### config.mk
export PLATFORM = sky130hd
export DESIGN_NAME = tone_freq_meter_flat
export DESIGN_NICKNAME = d
export VERILOG_FILES = /design/src/rtl/tone_freq_meter_pkg.sv /design/src/rtl/tone_freq_meter_if.sv /design/src/rtl/tone_freq_meter_edge_sync.sv /design/src/rtl/tone_freq_meter.sv /design/src/flat_wrapper.sv
export SDC_FILE = /design/constraint.sdc
export NUM_CORES = 1
export LEC_CHECK = 0
export CORE_MARGIN = 1
export CORE_UTILIZATION = 25
export DETAILED_ROUTE_END_ITERATION = 10
export MAX_ROUTING_LAYER = met4
export SETUP_SLACK_MARGIN = 0.2
export SYNTH_ARGS = -nofsm -noshare
export SYNTH_HDL_FRONTEND = slang
export SYNTH_HIERARCHICAL = 1
export SYNTH_SLANG_ARGS = --single-unit
### constraint.sdc
create_clock -name clk -period 4.2 [get_ports clk]
set_clock_uncertainty 0.05 [all_clocks]
set_input_delay 1.05 -clock clk [delete_from_list [all_inputs] [get_ports clk]]
set_output_delay 1.05 -clock clk [all_outputs]
set_load 0.1 [all_outputs]
### src/rtl/tone_freq_meter_pkg.sv
// Shared counter widths and measurement state encoding for the audio meter blocks.
// Latency: none (definitions only); backpressure: not applicable.
package audio_meter_pkg;

  localparam int CNT_W = 32;
  localparam logic [CNT_W-1:0] CNT_MAX = '1;

  typedef enum logic [1:0] {
    MS_IDLE,
    MS_ARMED,
    MS_TRACK
  } meas_state_t;

endpackage

### src/rtl/tone_freq_meter_if.sv
// Control inputs and measurement results of the tone frequency meter.
// Latency: none (wires only); backpressure: none, results are level/pulse outputs.
interface tone_freq_meter_if;
  import audio_meter_pkg::*;

  logic             enable;
  logic             audio_in;
  logic [CNT_W-1:0] freq_hz;
  logic             freq_valid;
  logic [CNT_W-1:0] period_cycles;
  logic [CNT_W-1:0] high_cycles;
  logic             silent;

  modport master (
    output enable, audio_in,
    input  freq_hz, freq_valid, period_cycles, high_cycles, silent
  );

  modport slave (
    input  enable, audio_in,
    output freq_hz, freq_valid, period_cycles, high_cycles, silent
  );

endinterface

### src/rtl/tone_freq_meter_edge_sync.sv
// Two-flop synchronizer plus edge register producing single-cycle rise/fall strobes.
// Latency: 3 clk edges from pin to strobe; backpressure: none.
module async_edge_sync (
  input  logic clk,
  input  logic reset,
  input  logic d,
  output logic q,
  output logic rise,
  output logic fall
);

  logic s1_q, s2_q, s3_q, rise_q, fall_q;

  always_ff @(posedge clk or negedge reset) begin
    if (!reset) begin
      s1_q   <= 1'b0;
      s2_q   <= 1'b0;
      s3_q   <= 1'b0;
      rise_q <= 1'b0;
      fall_q <= 1'b0;
    end else begin
      s1_q   <= d;
      s2_q   <= s1_q;
      s3_q   <= s2_q;
      rise_q <= s2_q & ~s3_q;
      fall_q <= ~s2_q & s3_q;
    end
  end

  // q is the delayed level so it lines up with the strobes
  assign q    = s3_q;
  assign rise = rise_q;
  assign fall = fall_q;

endmodule

### src/rtl/tone_freq_meter.sv
// Tone meter: edges per gate window, last period and its high time, silence flag.
// Latency: 4 clk from pin edge to period update; backpressure: none, results registered.
module tone_freq_meter
  import audio_meter_pkg::*;
#(
  parameter int unsigned CLK_HZ         = 100_000_000,
  parameter int unsigned GATE_CYCLES    = CLK_HZ,
  parameter int unsigned SILENCE_CYCLES = 2_000_000,
  parameter int unsigned CNT_BITS       = CNT_W
) (
  input  logic            clk,
  input  logic            reset,
  tone_freq_meter_if.slave bus
);

  localparam int unsigned GW = (GATE_CYCLES > 1) ? $clog2(GATE_CYCLES) : 1;
  localparam logic [GW-1:0] GATE_LAST = GW'(GATE_CYCLES - 1);

  typedef logic [CNT_BITS-1:0] cnt_t;
  localparam cnt_t SAT = '1;

  function automatic cnt_t sat_inc(input cnt_t v, input logic inc);
    return (inc && (v != SAT)) ? cnt_t'(v + 1'b1) : v;
  endfunction

  logic sync_lvl, sync_rise, sync_fall_unused;

  async_edge_sync u_sync (
    .clk  (clk),
    .reset(reset),
    .d    (bus.audio_in),
    .q    (sync_lvl),
    .rise (sync_rise),
    .fall (sync_fall_unused)
  );

  meas_state_t state_q, state_d;
  logic [GW-1:0] gate_cnt_q, gate_cnt_d;
  cnt_t edge_cnt_q, edge_cnt_d;
  cnt_t per_cnt_q, per_cnt_d;
  cnt_t high_cnt_q, high_cnt_d;
  cnt_t freq_q, freq_d;
  cnt_t period_q, period_d;
  cnt_t high_q, high_d;
  logic freq_vld_q, freq_vld_d;
  logic silent_q, silent_d;
  logic silence_hit;

  // Widened so a silence limit beyond the counter range simply never fires
  assign silence_hit = 64'(per_cnt_q) >= 64'(SILENCE_CYCLES);

  always_comb begin
    state_d    = state_q;
    gate_cnt_d = gate_cnt_q;
    edge_cnt_d = edge_cnt_q;
    per_cnt_d  = per_cnt_q;
    high_cnt_d = high_cnt_q;
    freq_d     = freq_q;
    freq_vld_d = 1'b0;
    period_d   = period_q;
    high_d     = high_q;
    silent_d   = silent_q;

    if (!bus.enable) begin
      state_d    = MS_IDLE;
      gate_cnt_d = '0;
      edge_cnt_d = '0;
      per_cnt_d  = '0;
      high_cnt_d = '0;
      freq_d     = '0;
      period_d   = '0;
      high_d     = '0;
      silent_d   = 1'b1;
    end else begin
      if (gate_cnt_q == GATE_LAST) begin
        gate_cnt_d = '0;
        edge_cnt_d = '0;
        freq_d     = sat_inc(edge_cnt_q, sync_rise);
        freq_vld_d = 1'b1;
      end else begin
        gate_cnt_d = gate_cnt_q + 1'b1;
        edge_cnt_d = sat_inc(edge_cnt_q, sync_rise);
      end

      per_cnt_d  = silence_hit ? per_cnt_q : sat_inc(per_cnt_q, 1'b1);
      high_cnt_d = sat_inc(high_cnt_q, sync_lvl);

      // The rise cycle itself is high, so the new high count starts at one
      if (sync_rise) begin
        per_cnt_d  = '0;
        high_cnt_d = cnt_t'(1);
        if (state_q == MS_IDLE) begin
          state_d = MS_ARMED;
        end else begin
          state_d  = MS_TRACK;
          period_d = sat_inc(per_cnt_q, 1'b1);
          high_d   = high_cnt_q;
          silent_d = 1'b0;
        end
      end else if (silence_hit) begin
        state_d  = MS_IDLE;
        period_d = '0;
        high_d   = '0;
        silent_d = 1'b1;
      end
    end
  end

  always_ff @(posedge clk or negedge reset) begin
    if (!reset) begin
      state_q    <= MS_IDLE;
      gate_cnt_q <= '0;
      edge_cnt_q <= '0;
      per_cnt_q  <= '0;
      high_cnt_q <= '0;
      freq_q     <= '0;
      period_q   <= '0;
      high_q     <= '0;
      freq_vld_q <= 1'b0;
      silent_q   <= 1'b1;
    end else begin
      state_q    <= state_d;
      gate_cnt_q <= gate_cnt_d;
      edge_cnt_q <= edge_cnt_d;
      per_cnt_q  <= per_cnt_d;
      high_cnt_q <= high_cnt_d;
      freq_q     <= freq_d;
      period_q   <= period_d;
      high_q     <= high_d;
      freq_vld_q <= freq_vld_d;
      silent_q   <= silent_d;
    end
  end

  assign bus.freq_hz       = CNT_W'(freq_q);
  assign bus.freq_valid    = freq_vld_q;
  assign bus.period_cycles = CNT_W'(period_q);
  assign bus.high_cycles   = CNT_W'(high_q);
  assign bus.silent        = silent_q;

endmodule

### src/flat_wrapper.sv
// flat-port wrapper written by rule: the top's interface ports become plain ports
module tone_freq_meter_flat import audio_meter_pkg::*;
#(
  parameter int unsigned CLK_HZ         = 100_000_000,
  parameter int unsigned GATE_CYCLES    = CLK_HZ,
  parameter int unsigned SILENCE_CYCLES = 2_000_000,
  parameter int unsigned CNT_BITS       = CNT_W
)
  (clk, reset, bus_enable, bus_audio_in, bus_freq_hz, bus_freq_valid, bus_period_cycles, bus_high_cycles, bus_silent);
  tone_freq_meter_if bus_i ();
  input  logic clk;
  input  logic reset;
  input wire logic [$bits(bus_i.enable)-1:0] bus_enable;
  input wire logic [$bits(bus_i.audio_in)-1:0] bus_audio_in;
  output wire logic [$bits(bus_i.freq_hz)-1:0] bus_freq_hz;
  output wire logic [$bits(bus_i.freq_valid)-1:0] bus_freq_valid;
  output wire logic [$bits(bus_i.period_cycles)-1:0] bus_period_cycles;
  output wire logic [$bits(bus_i.high_cycles)-1:0] bus_high_cycles;
  output wire logic [$bits(bus_i.silent)-1:0] bus_silent;
  assign bus_i.enable = bus_enable;
  assign bus_i.audio_in = bus_audio_in;
  assign bus_freq_hz = bus_i.freq_hz;
  assign bus_freq_valid = bus_i.freq_valid;
  assign bus_period_cycles = bus_i.period_cycles;
  assign bus_high_cycles = bus_i.high_cycles;
  assign bus_silent = bus_i.silent;
  tone_freq_meter #(.CLK_HZ(CLK_HZ), .GATE_CYCLES(GATE_CYCLES), .SILENCE_CYCLES(SILENCE_CYCLES), .CNT_BITS(CNT_BITS)) u_core (.clk(clk), .reset(reset), .bus(bus_i));
endmodule
### Word level (Yosys, flattened, before mapping)

Cells that the tools add are included.

| storage, ports and cells | value |
|---|---|
| bits in registers | 227 |
| latch bits | 0 |
| bits in writable memories | 0 |
| bits in read-only memories | 0 |
| bits of input ports | 4 |
| memories | 0 |

| operators by class | value |
|---|---|
| add/subtract/negate cells | 4 |
| $mul | 0 |
| div/mod/pow operators | 0 |
| order comparisons | 1 |
| equality and inequality tests | 9 |
| shifts and indexed selects | 0 |
| mux-type cells | 31 |
| bitwise logic cells | 2 |
| reduce and logical (&&, ||, !) cells | 4 |

Operators by type and width:

| kind | count |
|---|---|
| 2-to-1 mux 32 bit | 19 |
| adder 32 x 1 -> 32 bit, second input constant | 3 |
| inequality test 32 bit, second input constant | 3 |
| 2-to-1 mux 27 bit | 2 |
| greater-or-equal comparator 32 x 21 -> 1 bit, second input constant | 1 |
| adder 27 x 1 -> 27 bit, second input constant | 1 |
| equality test 27 bit, second input constant | 1 |
| 2-to-1 mux 2 bit | 4 |
| 2-to-1 mux 1 bit | 6 |
| inequality test 3 x 1 -> 1 bit, second input constant | 2 |
| inequality test 3 bit, second input constant | 2 |
| logical AND 1 bit | 2 |
| logical NOT 2 bit | 1 |
| inequality test 2 x 1 -> 1 bit, second input constant | 1 |
| AND reduction 2 bit | 1 |
| AND 1 bit | 1 |
| NOT 1 bit | 1 |

### Depth between registers and ports, before layout

| logic depth | value |
|---|---|
| depth in word-level cells | 5 |
| depth in mapped cells | 9 |

### By module

The synthesis kept the hierarchy.

Modules (own cells, without submodules):

| module | times used | cells each | area an instance (um^2) |
|---|---|---|---|
| tone_freq_meter | 1 | 1019 | 10338.7 |
| async_edge_sync | 1 | 7 | 140.1 |

### Worst setup path before layout

Ideal clock, no wire load.

| path | value |
|---|---|
| path kind | flip-flop to flip-flop |
| start | reg u_core.per_cnt_q[11] |
| end | reg u_core.period_q[31] (netlist: u_core/bus.period_cycles[31]) |
| library setup time | 83 ps |
| arrival time | 2219 ps |
| required time | 4067 ps |
| path slack | 1849 ps |
| stages on the path, launching flop included | 8 |
| path buffers | 2 |
| clock period less this slack | 2351 ps |
| path through | dfrtp_1 buf_6 or4_4 o311a_4 o32ai_4 buf_6 nand2_1 o21ai_0 |

| on the way | value |
|---|---|
| longest elaborated chain between the ends | 5 |
| elaborated cells between the ends (all ways) | 9 |

Ends and longest elaborated chain:

| element | RTL line | RTL |
|---|---|---|
| start: declaration | tone_freq_meter.sv:40 | `cnt_t per_cnt_q, per_cnt_d;` |
| start signal: assignment | tone_freq_meter.sv:125 | `per_cnt_q <= per_cnt_d;` |
| adder 32 x 1 -> 32 bit or inequality test 32 bit (tied branches) | tone_freq_meter.sv:23 | `return (inc && (v != SAT)) ? cnt_t'(v + 1'b1) : v;` |
| 2-to-1 mux 32 bit | - |  |
| 2-to-1 mux 32 bit | tone_freq_meter.sv:92 | `if (state_q == MS_IDLE) begin` |
| 2-to-1 mux 32 bit | tone_freq_meter.sv:89 | `if (sync_rise) begin` |
| 2-to-1 mux 32 bit | tone_freq_meter.sv:64 | `if (!bus.enable) begin` |
| end signal: assignment | tone_freq_meter.sv:128 | `period_q <= period_d;` |
| end: declaration | tone_freq_meter.sv:43 | `cnt_t period_q, period_d;` |

Parallel ways exist; a longest one is shown, timed or not. The select of a mux whose other input is x is not followed.
A chain may end at the register's enable or synchronous reset.

### Final worst setup path

| path | value |
|---|---|
| start | reg u_core.freq_q[15] (netlist: u_core/bus.freq_hz[15]) |
| end | out bus_freq_hz[15] |

RTL lines:

| element | RTL line | RTL |
|---|---|---|
| start: declaration | tone_freq_meter.sv:42 | `cnt_t freq_q, freq_d;` |
| start signal: assignment | tone_freq_meter.sv:127 | `freq_q <= freq_d;` |
| end: declaration | flat_wrapper.sv:15 | `output wire logic [$bits(bus_i.freq_hz)-1:0] bus_freq_hz;` |

No word-level cell between the ends.

==> results.md <==
Pwr:
- For this design the static power due to leakage is 0.00543 uW.
- Of the total power, the share spent switching nets is 0.217.
- The share of total power dissipated in combinational logic is 0.033.
- The sequential group share of total power is 0.464.
- The internal portion of the total power is 3730 uW.
- The power spent charging and discharging nets is 1030 uW.
- In this run the power density over the cells is 367 mW/mm^2.
- The share of total power dissipated in the clock network is 0.503.
- Across the VDD grid, the largest voltage drop is 258 uV.

Timing:
- The final count of negative-setup-slack endpoints is 0.
- Hold is met by 0.297 ns.
- The final period demand of the worst path is 3.22 ns.
- For this run, the top clock speed supported by timing is 310 MHz.
- Setup repair after global routing left no endpoint under its margin.
- The setup TNS is 0 ns.
- The portion of the clock cycle consumed by the worst path in the final layout is 0.767.
- Measured against its own limit, the worst slew margin works out to 0.293.
- The number of pins exceeding their max-slew limit in the final report was 0.
- For the pin with the worst max-slew slack, the measured transition is 1.06 ns.
- In the post-route analysis, the smallest setup slack over all paths is 0.978 ns.
- The final number of hold-violating endpoints is 0.

Critical path:
- The category of the most critical setup path is flip-flop to output port.
- The buffers plus inverters on the worst setup path is 1.
- The data required time of the critical path is 3.10 ns.
- Along the worst path, the maximum fanout reaches 2.
- The worst setup path is launched from a flip-flop.
- The signal on the critical path passes through clkdlybuf4s50_1.
- The critical path's top delay family is buffers and inverters.
- For this run, the slowest stage of the critical path takes 1.19 ns.
- The highest-delay cell along the critical path is sky130_fd_sc_hd__clkdlybuf4s50_1.
- The category of the worst setup path capture point is an output port.
- The arrival time of the worst setup path is 2.12 ns.

Global routing:
- Across every metal layer, demand over resource in global routing totals 0.125.
- The number of global-route vias before repair is 7795.
- For met1 alone, demand over resource in global routing was 0.168.
- The global-route congestion overflow total is 0.
- The most used routing layer is met2.
- The initial antenna violation count came to 0.
- The maximum number of pins on one net before global-route repair is 115.
- The first global-routing pass estimated 42100 um of wire.
- For met3 alone, demand over resource in global routing was 0.0227.
- The met2 routing resource usage after global routing is 0.197.

Floorplan:
- After floorplanning, the core was sized to cover 0.0410 sq mm.
- The number of standard-cell rows in the floorplan is 74.
- For this design the top-level I/O count stands at 102.
- The overall die area is 0.0426 sq mm.
- The floorplan die width is 206 um.
- The starting utilization of the core area is 0.255.
- The die height is 206 um.

Cells and area:
- The layout-stage area growth over the synthesis result is 24.2%.
- In the final layout, the share of cells above drive strength 1 is 0.0685.
- Measured on the finished design, the core utilization comes to 0.316.
- The net count of the finished layout is 1131.
- In the layout the commonest cells are 226 x sky130_fd_sc_hd__dfrtp_1, 139 x sky130_fd_sc_hd__nor2_1, 99 x sky130_fd_sc_hd__clkdlybuf4s50_1.
- The leading cell type in the layout, fill and taps excluded is sky130_fd_sc_hd__dfrtp_1.
- The number of diodes is 0.

Drt:
- The first-pass iteration count of the detailed router is 7.
- The final wirelength is 25500 um.
- The iteration-0 DRC count of the detailed router is 388.
- The mean number of vias per cell is 4.64.
- The detail route stage leaves a number of antenna-violating nets equal to 0.
- After detailed routing, the average wire length per cell comes to 15.3 um.
- The total via count in the routed design is 7756.
- The number of DRC violations after detailed routing is 18.

CTS:
- The quantity of hold-fixing buffers added after cts is 0.
- The quantity of gates resized following cts is 0.
- Post-CTS timing repair inserted 0 buffers for setup.
- For the worst-skew pair, the clock arrives at the later sink with an insertion delay of 0.54 ns.
- Buffers inserted during clock tree synthesis total 26.
- CTS built an H-tree with a depth of 1.
- The TritonCTS clock tree is yes.
- After clock tree synthesis, the clock-pin slew on the worst setup and hold paths is 0.06 ns.
- The root cell of the clock tree is sky130_fd_sc_hd__clkbuf_16.
- Counting along the longest clock path gives a buffer depth of 3.
- For this design, the sink count on the clock tree is 227.

Yosys:
- The count of yosys warnings during synthesis is 6.
- The cell area after synthesis is 0.0104 sq mm.
- Counting every net in the synthesized netlist gives 1033.
- The post-synthesis cell count is 1024.
- The post-synthesis area per instance is 10.2 sq um.

Flow run:
- The max-cap check violation count is 0.

Placed design:
- During placement, the flow inserted port buffers numbering 101.
- At the placement stage, the worst setup path has a slack of 1.01 ns.
- The final HPWL from detailed placement is 17200 um.
- The congestion estimate from routability-driven global placement came to 0.851.

Worst hold path:
- The path class of the tightest hold or removal check is flip-flop to flip-flop.

Run status:
- The run finished, with violations left.
- The checks that failed: DRC.
-- per-layer routing --
layer	vias up	wire length [um]
met1	3828	12100
met3	39	1020
li1	3758	-
met2	131	11900
met4	0	444
met5	-	0
-- cell type report --
| cell class | instances | area, sq um |
|---|---|---|
| clock buffers | 37 | 763 |
| clock inverters | 8 | 148 |
| fillers | 4189 | 28000 |
| flip-flops and latches | 227 | 5680 |
| repair buffers | 121 | 1200 |
| inverters | 13 | 48.8 |
| multi-input cells | 733 | 4470 |
| well taps | 532 | 666 |
-- metrics by stage --
stage | area, sq um | power, uW | instances
after floorplan | 10400 | 2330 | 1024
after global placement | 12100 | 2410 | 1626
after detailed placement | 12100 | 2410 | 1626
after CTS | 13000 | 4860 | 1671
after global routing | 13000 | 4960 | 1671
final | 13000 | 4770 | 1671
-- sequential cells by signal, summed over array words and instances (netlist names) --
name	count
u_core/state_q	2
u_core/bus.silent	1
u_core/u_sync/q	1
u_core/edge_cnt_q	32
u_core/per_cnt_q	32
u_core/bus.freq_valid	1
u_core/u_sync/s1_q	1
u_core/bus.freq_hz	32
u_core/high_cnt_q	32
u_core/bus.high_cycles	32
u_core/u_sync/rise	1
u_core/gate_cnt_q	27
u_core/bus.period_cycles	32
u_core/u_sync/s2_q	1
-- worst paths after layout --
check	startpoint	endpoint	slack, ns	cells past startpoint
setup reg to reg	u_core/gate_cnt_q[0]	u_core/edge_cnt_q[6]	1.21	8
max in group asynchronous	reset	u_core/bus.high_cycles[8]	2.75	2
min in group asynchronous	reset	u_core/bus.period_cycles[17]	0.51	1
hold / removal	u_core/u_sync/s1_q	u_core/u_sync/s2_q	0.30	0
hold reg to reg	u_core/u_sync/s1_q	u_core/u_sync/s2_q	0.30	0
setup / recovery	u_core/bus.freq_hz[15]	bus_freq_hz[15]	0.98	1
-- power groups by stage --
stage	Sequential (uW)	Combinational, uW	Clock [uW]
final	2210	157	2400
after global routing	2210	179	2570
after CTS	2210	164	2480
after detailed placement	2250	164	0
after global placement	2250	161	0
after floorplan	2260	75.1	0
No activity file was read; power rests on OpenSTA's default activity.
